--- config.mk ---
export PLATFORM = sky130hd
export DESIGN_NAME = fifo_ptr_cntr_flat
export DESIGN_NICKNAME = d
export VERILOG_FILES = /design/src/rtl/fifo_ptr_cntr_if.sv /design/src/rtl/fifo_ptr_cntr.sv /design/src/flat_wrapper.sv
export SDC_FILE = /design/constraint.sdc
export NUM_CORES = 1
export LEC_CHECK = 0
export CAP_MARGIN = 5
export CORE_MARGIN = 3
export CORE_UTILIZATION = 43
export DETAILED_ROUTE_END_ITERATION = 16
export GPL_ROUTABILITY_DRIVEN = 0
export HOLD_SLACK_MARGIN = 0.12
export PLACE_DENSITY = 0.74
export SLEW_MARGIN = 40
export SYNTH_ARGS = -nofsm -noshare
export SYNTH_HDL_FRONTEND = slang
export SYNTH_SLANG_ARGS = --single-unit
--- constraint.sdc ---
create_clock -name i_clk -period 1.44 [get_ports i_clk]
set_input_delay 0.144 -clock i_clk [delete_from_list [all_inputs] [get_ports i_clk]]
set_output_delay 0.144 -clock i_clk [all_outputs]
set_load 0.1 [all_outputs]
--- src/rtl/fifo_ptr_cntr_if.sv ---
// Bundle of request, control and status signals between the pointer counter and its user.
// Gray-coded pointer members exist only when FIFO_GRAY_PTR_EN is defined.
interface fifo_ptr_cntr_if #(
  parameter int AW = 3
);
  logic          wr_en;
  logic          rd_en;
  logic          flush;
  logic          err_clr;
  logic [AW-1:0] wr_ptr;
  logic [AW-1:0] rd_ptr;
  logic [AW:0]   level;
  logic          full;
  logic          empty;
  logic          afull;
  logic          aempty;
  logic          ovf;
  logic          udf;
`ifdef FIFO_GRAY_PTR_EN
  logic [AW-1:0] wr_ptr_gray;
  logic [AW-1:0] rd_ptr_gray;
`endif

  modport master (
    output wr_en, rd_en, flush, err_clr,
    input  wr_ptr, rd_ptr, level, full, empty, afull, aempty, ovf, udf
`ifdef FIFO_GRAY_PTR_EN
    , input wr_ptr_gray, rd_ptr_gray
`endif
  );

  modport slave (
    input  wr_en, rd_en, flush, err_clr,
    output wr_ptr, rd_ptr, level, full, empty, afull, aempty, ovf, udf
`ifdef FIFO_GRAY_PTR_EN
    , output wr_ptr_gray, rd_ptr_gray
`endif
  );
endinterface

--- src/rtl/fifo_ptr_cntr.sv ---
// Write/read pointers, fill level and registered flow-control flags for a 2**AW deep FIFO.
// Define FIFO_GRAY_PTR_EN to add registered Gray-coded copies of both pointers.
module fifo_ptr_cntr #(
  parameter int AW     = 3,
  parameter int AF_LVL = 6,
  parameter int AE_LVL = 2
) (
  input  logic             i_clk,
  input  logic             i_rst,
  fifo_ptr_cntr_if.slave   io_fifo
);
  localparam int            DEPTH_I = 1 << AW;
  localparam logic [AW:0]   DEPTH   = DEPTH_I[AW:0];
  localparam logic [AW:0]   AF_THR  = AF_LVL[AW:0];
  localparam logic [AW:0]   AE_THR  = AE_LVL[AW:0];
  localparam logic [AW:0]   LVL_ONE = {{AW{1'b0}}, 1'b1};
  localparam logic [AW-1:0] PTR_ONE = {{(AW-1){1'b0}}, 1'b1};
  localparam logic          AF_RST  = (AF_LVL == 0);

  logic [AW-1:0] r_wr_ptr;
  logic [AW-1:0] r_rd_ptr;
  logic [AW:0]   r_level;
  logic          r_full;
  logic          r_empty;
  logic          r_afull;
  logic          r_aempty;
  logic          r_ovf;
  logic          r_udf;

  logic          w_rd_acc;
  logic          w_wr_acc;
  logic [AW-1:0] w_wr_ptr_next;
  logic [AW-1:0] w_rd_ptr_next;
  logic [AW:0]   w_level_next;
  logic          w_ovf_next;
  logic          w_udf_next;

  // A write into a full FIFO only goes through when a read frees a slot in the same cycle.
  assign w_rd_acc = io_fifo.rd_en & ~r_empty;
  assign w_wr_acc = io_fifo.wr_en & (~r_full | w_rd_acc);

  always_comb begin
    w_wr_ptr_next = r_wr_ptr;
    w_rd_ptr_next = r_rd_ptr;
    w_level_next  = r_level;
    w_ovf_next    = r_ovf;
    w_udf_next    = r_udf;
    if (io_fifo.err_clr) begin
      w_ovf_next = 1'b0;
      w_udf_next = 1'b0;
    end
    if (io_fifo.flush) begin
      w_wr_ptr_next = '0;
      w_rd_ptr_next = '0;
      w_level_next  = '0;
    end else begin
      if (w_wr_acc) w_wr_ptr_next = r_wr_ptr + PTR_ONE;
      if (w_rd_acc) w_rd_ptr_next = r_rd_ptr + PTR_ONE;
      if (w_wr_acc && !w_rd_acc) w_level_next = r_level + LVL_ONE;
      else if (w_rd_acc && !w_wr_acc) w_level_next = r_level - LVL_ONE;
      // Setting an error takes priority over a simultaneous clear.
      if (io_fifo.wr_en && !w_wr_acc) w_ovf_next = 1'b1;
      if (io_fifo.rd_en && !w_rd_acc) w_udf_next = 1'b1;
    end
  end

  // Flags are derived from the next level so they line up with the new LEVEL value.
  always_ff @(posedge i_clk or posedge i_rst) begin
    if (i_rst) begin
      r_wr_ptr <= '0;
      r_rd_ptr <= '0;
      r_level  <= '0;
      r_full   <= 1'b0;
      r_empty  <= 1'b1;
      r_afull  <= AF_RST;
      r_aempty <= 1'b1;
      r_ovf    <= 1'b0;
      r_udf    <= 1'b0;
    end else begin
      r_wr_ptr <= w_wr_ptr_next;
      r_rd_ptr <= w_rd_ptr_next;
      r_level  <= w_level_next;
      r_full   <= (w_level_next == DEPTH);
      r_empty  <= (w_level_next == '0);
      r_afull  <= (w_level_next >= AF_THR);
      r_aempty <= (w_level_next <= AE_THR);
      r_ovf    <= w_ovf_next;
      r_udf    <= w_udf_next;
    end
  end

  assign io_fifo.wr_ptr = r_wr_ptr;
  assign io_fifo.rd_ptr = r_rd_ptr;
  assign io_fifo.level  = r_level;
  assign io_fifo.full   = r_full;
  assign io_fifo.empty  = r_empty;
  assign io_fifo.afull  = r_afull;
  assign io_fifo.aempty = r_aempty;
  assign io_fifo.ovf    = r_ovf;
  assign io_fifo.udf    = r_udf;

`ifdef FIFO_GRAY_PTR_EN
  logic [AW-1:0] r_wr_gray;
  logic [AW-1:0] r_rd_gray;

  always_ff @(posedge i_clk or posedge i_rst) begin
    if (i_rst) begin
      r_wr_gray <= '0;
      r_rd_gray <= '0;
    end else begin
      r_wr_gray <= w_wr_ptr_next ^ (w_wr_ptr_next >> 1);
      r_rd_gray <= w_rd_ptr_next ^ (w_rd_ptr_next >> 1);
    end
  end

  assign io_fifo.wr_ptr_gray = r_wr_gray;
  assign io_fifo.rd_ptr_gray = r_rd_gray;
`endif
endmodule
--- src/flat_wrapper.sv ---
// flat-port wrapper written by rule: the top's interface ports become plain ports
module fifo_ptr_cntr_flat 
#(
  parameter int AW     = 3,
  parameter int AF_LVL = 6,
  parameter int AE_LVL = 2
)
  (i_clk, i_rst, io_fifo_wr_en, io_fifo_rd_en, io_fifo_flush, io_fifo_err_clr, io_fifo_wr_ptr, io_fifo_rd_ptr, io_fifo_level, io_fifo_full, io_fifo_empty, io_fifo_afull, io_fifo_aempty, io_fifo_ovf, io_fifo_udf);
  fifo_ptr_cntr_if #(.AW(AW)) io_fifo_i ();
  input  logic i_clk;
  input  logic i_rst;
  input wire logic [$bits(io_fifo_i.wr_en)-1:0] io_fifo_wr_en;
  input wire logic [$bits(io_fifo_i.rd_en)-1:0] io_fifo_rd_en;
  input wire logic [$bits(io_fifo_i.flush)-1:0] io_fifo_flush;
  input wire logic [$bits(io_fifo_i.err_clr)-1:0] io_fifo_err_clr;
  output wire logic [$bits(io_fifo_i.wr_ptr)-1:0] io_fifo_wr_ptr;
  output wire logic [$bits(io_fifo_i.rd_ptr)-1:0] io_fifo_rd_ptr;
  output wire logic [$bits(io_fifo_i.level)-1:0] io_fifo_level;
  output wire logic [$bits(io_fifo_i.full)-1:0] io_fifo_full;
  output wire logic [$bits(io_fifo_i.empty)-1:0] io_fifo_empty;
  output wire logic [$bits(io_fifo_i.afull)-1:0] io_fifo_afull;
  output wire logic [$bits(io_fifo_i.aempty)-1:0] io_fifo_aempty;
  output wire logic [$bits(io_fifo_i.ovf)-1:0] io_fifo_ovf;
  output wire logic [$bits(io_fifo_i.udf)-1:0] io_fifo_udf;
  assign io_fifo_i.wr_en = io_fifo_wr_en;
  assign io_fifo_i.rd_en = io_fifo_rd_en;
  assign io_fifo_i.flush = io_fifo_flush;
  assign io_fifo_i.err_clr = io_fifo_err_clr;
  assign io_fifo_wr_ptr = io_fifo_i.wr_ptr;
  assign io_fifo_rd_ptr = io_fifo_i.rd_ptr;
  assign io_fifo_level = io_fifo_i.level;
  assign io_fifo_full = io_fifo_i.full;
  assign io_fifo_empty = io_fifo_i.empty;
  assign io_fifo_afull = io_fifo_i.afull;
  assign io_fifo_aempty = io_fifo_i.aempty;
  assign io_fifo_ovf = io_fifo_i.ovf;
  assign io_fifo_udf = io_fifo_i.udf;
  fifo_ptr_cntr #(.AW(AW), .AF_LVL(AF_LVL), .AE_LVL(AE_LVL)) u_core (.i_clk(i_clk), .i_rst(i_rst), .io_fifo(io_fifo_i));
endmodule
# [After elaboration in Yosys (flattened, before gate mapping)]
# Cells that the tools add are included.
[word_totals] ff_bits=16 wordCells=43 in_bits=6 output_inout_bits=16
[classes] n_reduce_logical=9 eq_ne=1 muxes=13 add_sub_neg=4 n_bitwise=5 order_cmp=2
[ops] operator="2-to-1 mux 3 bit" n=4
[ops] operator="2-to-1 mux 4 bit" n=3
[ops] operator="adder 3 x 1 -> 3 bit (second input constant)" n=2
[ops] operator="2-to-1 mux 1 bit" n=6
[ops] operator="adder 4 x 1 -> 4 bit (second input constant)" n=1
[ops] operator="equality test 4 bit (second input constant)" n=1
[ops] operator="greater-or-equal comparator 4 x 3 -> 1 bit (second input constant)" n=1
[ops] operator="less-or-equal comparator 4 x 2 -> 1 bit (second input constant)" n=1
[ops] operator="logical AND 1 bit" n=4
[ops] operator="zero test 4 bit" n=1
[ops] operator="nonzero test 2 bit" n=2
[ops] operator="subtractor 4 x 1 -> 4 bit (second input constant)" n=1
[ops] operator="bitwise AND 1 bit" n=2
[ops] operator="zero test 1 bit" n=2
[ops] operator="NOT 1 bit" n=2
[ops] operator="OR 1 bit" n=1

# [Logic depth before layout (Yosys ltp)]
[logic_depth] word_depth=10 mapped_depth=7 ltp_nobuf=7

# [Worst setup path before layout]
# OpenSTA, ideal clock, no wires.
[synth_timing] path_kind="register to register" start="register u_core.r_level[1] (netlist: u_core.io_fifo.level[1])" end="register u_core.r_afull (netlist: u_core.io_fifo.afull)" setup_time_ps=79 path_buffers=0 t_required_ps=1361 stages_incl_launch_ff=8 t_arrival_ps=2196 period_less_slack_ps=2276 path_slack_ps=-836 cell_sequence="dfrtp_1 inv_1 ha_1 inv_1 o31a_1 a221oi_2 inv_1 o21bai_1"
[synth_between] elab_chain_cells=5 word_cells_on_any_way=6 classes_between="add/sub: 2; order compare: 1; mux: 3"
[synth_rtl] element="start, declared" line_no="fifo_ptr_cntr.sv:22" rtl="logic [AW:0] r_level;"
[synth_rtl] element="start signal, assigned" line_no="fifo_ptr_cntr.sv:82" rtl="r_level <= w_level_next;"
[synth_rtl] element="subtractor 4 x 1 -> 4 bit" line_no="fifo_ptr_cntr.sv:60" rtl="else if (w_rd_acc && !w_wr_acc) w_level_next = r_level - LVL_ONE;"
[synth_rtl] element="2-to-1 mux 4 bit" line_no="fifo_ptr_cntr.sv:60"
[synth_rtl] element="2-to-1 mux 4 bit *" line_no="fifo_ptr_cntr.sv:59" rtl="if (w_wr_acc && !w_rd_acc) w_level_next = r_level + LVL_ONE;"
[synth_rtl] element="2-to-1 mux 4 bit *" line_no="fifo_ptr_cntr.sv:52" rtl="if (io_fifo.flush) begin"
[synth_rtl] element="named net u_core.w_level_next[1]" line_no="fifo_ptr_cntr.sv:34" rtl="logic [AW:0] w_level_next;"
[synth_rtl] element="greater-or-equal comparator 4 x 3 -> 1 bit *" line_no="fifo_ptr_cntr.sv:85" rtl="r_afull <= (w_level_next >= AF_THR);"
[synth_rtl] element="end signal, assigned" line_no="fifo_ptr_cntr.sv:85"
[synth_rtl] element="end, declared" line_no="fifo_ptr_cntr.sv:25" rtl="logic r_afull;"
# The timed path passes the listed nets; every way through them passes the cells marked *.
# A chain may end at the register's enable or synchronous reset.

# [Worst setup path in the final report]
[layout_timing] start="register u_core.r_empty (netlist: u_core.io_fifo.empty)" end="register u_core.r_afull (netlist: u_core.io_fifo.afull)"
[layout_between] elab_chain_cells=10 word_cells_on_any_way=12 classes_between="order compare: 1; mux: 3; bitwise: 4; reduce/logical: 4"
[layout_rtl] element="start, declared" line_no="fifo_ptr_cntr.sv:24" rtl="logic r_empty;"
[layout_rtl] element="start signal, assigned" line_no="fifo_ptr_cntr.sv:84" rtl="r_empty <= (w_level_next == '0);"
[layout_rtl] element="NOT 1 bit *" line_no="fifo_ptr_cntr.sv:39" rtl="assign w_rd_acc = io_fifo.rd_en & ~r_empty;"
[layout_rtl] element="bitwise AND 1 bit *" line_no="fifo_ptr_cntr.sv:39"
[layout_rtl] element="OR 1 bit" line_no="fifo_ptr_cntr.sv:40" rtl="assign w_wr_acc = io_fifo.wr_en & (~r_full | w_rd_acc);"
[layout_rtl] element="bitwise AND 1 bit" line_no="fifo_ptr_cntr.sv:40"
[layout_rtl] element="zero test 1 bit" line_no="fifo_ptr_cntr.sv:60"
[layout_rtl] element="logical AND 1 bit" line_no="fifo_ptr_cntr.sv:60"
[layout_rtl] element="2-to-1 mux 4 bit" line_no="fifo_ptr_cntr.sv:60"
[layout_rtl] element="2-to-1 mux 4 bit *" line_no="fifo_ptr_cntr.sv:59"
[layout_rtl] element="2-to-1 mux 4 bit *" line_no="fifo_ptr_cntr.sv:52"
[layout_rtl] element="named net u_core.w_level_next[3]" line_no="fifo_ptr_cntr.sv:34"
[layout_rtl] element="greater-or-equal comparator 4 x 3 -> 1 bit *" line_no="fifo_ptr_cntr.sv:85"
# Marks and branches as above.

==> impl_metrics.csv <==
group,metric,value,unit
power_and_ir_drop,power,2.12,mW
die,die_w,51.4,microns
synth,syn_inst,81,
sta,slew_headroom,0.770,
layout,area_growth,84.1,%
worst_setup_path,critical_path_class,"reg2reg",
layout,seqCellArea,422,sq um
synth,synth_ff_type,"dfrtp_1",
synth,synthSimpleGateAreaFrac,0.178,
sta,timing.fmax,561,MHz
global_route,antenna_found_initial,0,
cts,cts_buffer_depth,2,
worst_setup_path,endpoint_kind,"register",
detailed_routing,ant_nets,0,
die,start_util,0.482,
synth,synth.net_count,91,
die,die_h,51.4,microns
placement,place.port_buffers,21,
placement,placed_cell_area,0.00146,sq mm
synth,synth_top_family_by_area,"simple AND/OR/NAND/NOR gates",
layout,nFillCells,76,
global_route,grt_max_degree,17,
layout,drive_above_1_share,0.627,
power_and_ir_drop,peakVddDrop,1390,uV
die,io_pins,22,
global_route,grt_pass1_vias,779,
worst_setup_path,slowest_delay,500,ps
detailed_routing,routed_wl,2610,microns
cts,clock_latency,300,ps
synth,synthXorXnorAreaFrac,0.0592,
synth,syn_area,887,sq um
sta,final.min_clock_period,1780,ps
cts,cts_tree,"done",
sta,skew,3.62,ps
synth,synthAdderAreaFrac,0.0564,
worst_setup_path,cp_slowest_cell,"dfstp_4",
worst_setup_path,cp.arrival,1970,ps
worst_setup_path,cp-start-kind,"register",
power_and_ir_drop,power_density,1300,mW/mm^2
sta,setup_tns,-2230,ps
outcome,violations,"setup timing",
synth,async_flop_share,1.00,
synth,synth-edff-count,0,
synth,synth-seq-cells,16,
placement,post-place-cells,142,
detailed_routing,post_drt_via_cell_ratio,5.21,
global_route,grt_pass1_wl,3820,microns
placement,place_hpwl,1790,microns
layout,nets,137,
cts,clock-sinks,16,
layout,instances_no_fill,151,
layout,diodes,0,
synth,synth-compound-area-share,0.142,
sta,worstMarginPinSlew,341,ps
min_path,hold_class,"in2async",
die,die-area,0.00264,sq mm
sta,finalCritPeriodShare,1.24,
detailed_routing,wl_per_cell,17.3,microns
job,max_cap_violations,0,
layout,finalCoreUtilization,0.888,
cts,cts_htree_levels,1,
detailed_routing,drc_errors,0,
cts,clockRootBuffer,"clkbuf_4",
synth,ys_types,31,
sta,hold_viol,0,
global_route,grt.overflow.total,0,
synth,yosysWarnings,0,
die,placementRows,15,
sta,setup_viol,12,
synth,muxShareOfSynthArea,0.0451,
cts,numCtsBuffers,3,
synth,yosysSeqAreaShare,0.454,
sta,rsz0062_at_grt,"true",
die,core,0.00184,sq mm
worst_setup_path,cp_data_required_time,1630,ps
detailed_routing,vias,786,
global_route,grtUsageTotal,0.203,
sta,holdWs,144,ps
detailed_routing,drt_iter0_drc,12,
sta,worst_slack,-343,ps
worst_setup_path,crit_chain,"nand2b_4 > buf_4 > o41ai_4 > mux2_4 > o21bai_1",
synth,synth_area_per_cell,11.0,sq um
detailed_routing,first_pass_iters,4,
worst_setup_path,crit_fanout,5,
outcome,status,"finished, violations left",
sta,maxSlewViolCount,0,
power_and_ir_drop,p_leak,0.729,nW
layout,multiInputGateArea,559,sq um
placement,place_ws,-384,ps
cts,clkTransAtPathRegs,90,ps
layout,post-route-cell-area,0.00163,sq mm
-- state kept, by name, summed over array words and instances (netlist names) --
signal	flops
u_core.io_fifo.afull	1
u_core.io_fifo.empty	1
u_core.io_fifo.aempty	1
u_core.io_fifo.full	1
u_core.io_fifo.level	4
u_core.io_fifo.rd_ptr	3
u_core.io_fifo.udf	1
u_core.io_fifo.wr_ptr	3
u_core.io_fifo.ovf	1
-- cell families after synthesis --
| kind of cell | Yosys count |
|---|---|
| AO/OA/AOI/OAI | 14 |
| XOR/XNOR | 6 |
| adder cells (fa/ha/maj) | 4 |
| buffers and inverters | 11 |
| flip-flops | 16 |
| multiplexers | 3 |
| AND/OR/NAND/NOR | 27 |
-- layout make-up --
type                            count  share of cell area
Multi-Input combinational cell     54               0.343
Timing Repair Buffer               44               0.335
Clock buffer                        4              0.0222
Sequential cell                    16               0.258
Inverter                            8              0.0230
Tap cell                           25              0.0192
-- path summary, 6_finish.rpt --
kind	startpoint	end	slack, ps	cells past startpoint
worst min-delay path	i_rst	u_core.io_fifo.rd_ptr[1]	140	3
max in group asynchronous	i_rst	u_core.io_fifo.aempty	1050	3
min in group i_clk	io_fifo_err_clr	u_core.io_fifo.ovf	480	2
worst min register to register	u_core.io_fifo.wr_ptr[1]	u_core.io_fifo.wr_ptr[1]	590	2
worst max register to register	u_core.io_fifo.empty	u_core.io_fifo.afull	-340	5
worst max-delay path	u_core.io_fifo.empty	u_core.io_fifo.afull	-340	5
-- critical path, delay by kind of cell (launching register included) --
kind / cells / cell delay, ps
and+or+nand+nor: 1 / 160
muxes: 1 / 360
AOI/OAI and AO/OA: 2 / 500
buffers and inverters: 1 / 150
DFF: 1 / 500
-- metal layers --
metal	up-vias	GRT usage	routed length (microns)
li1	364	-	-
met1	395	0.239	1080
met2	19	0.360	1350
met3	8	0.0437	111
met4	0	0.0655	78
met5	-	0	0
-- report_power, final --
part | internal [mW] | switching, mW | total, mW | leakage (nW)
Combinational | 0.506 | 0.706 | 1.21 | 0.510
Sequential | 0.529 | 0.0735 | 0.602 | 0.198
Clock | 0.154 | 0.149 | 0.303 | 0.0210
-- placed cells by master, fill, tap and decap left out, types with 2 or more instances in the layout --
cell type and count:
nand2_1 6, dfrtp_4 2, clkbuf_4 3, ha_1 3
buf_4 22, buf_12 16, nand2_4 2, nor2b_2 2
nor2b_1 2, inv_1 5, xor2_2 3, and4bb_1 2
dfrtp_1 6, a21oi_1 2, inv_4 3, nor2_1 6
dfrtp_2 6, mux2_4 2, clkdlybuf4s50_1 5
-- Yosys cell counts (2+ instances only) --
master	n	share of area
dfstp_2	2	0.059
xnor2_1	2	0.020
and4bb_1	2	0.028
nand2_1	8	0.034
nand3_1	2	0.011
buf_6	2	0.025
ha_1	4	0.056
nor2b_1	3	0.021
o22ai_1	2	0.014
a21oi_1	3	0.017
dfrtp_1	14	0.39
nor2_1	7	0.030
mux2_4	2	0.034
inv_1	7	0.030
xor2_1	4	0.039
nor2b_2	2	0.020
-- timing repair --
action,4_1_cts,5_1_grt
setup endpoints to repair,12,12
setup buffers,2,4
gates resized for setup,9,7
pin swaps,3,5
hold buffers,0,0
Power figures use the tool's default switching activity.
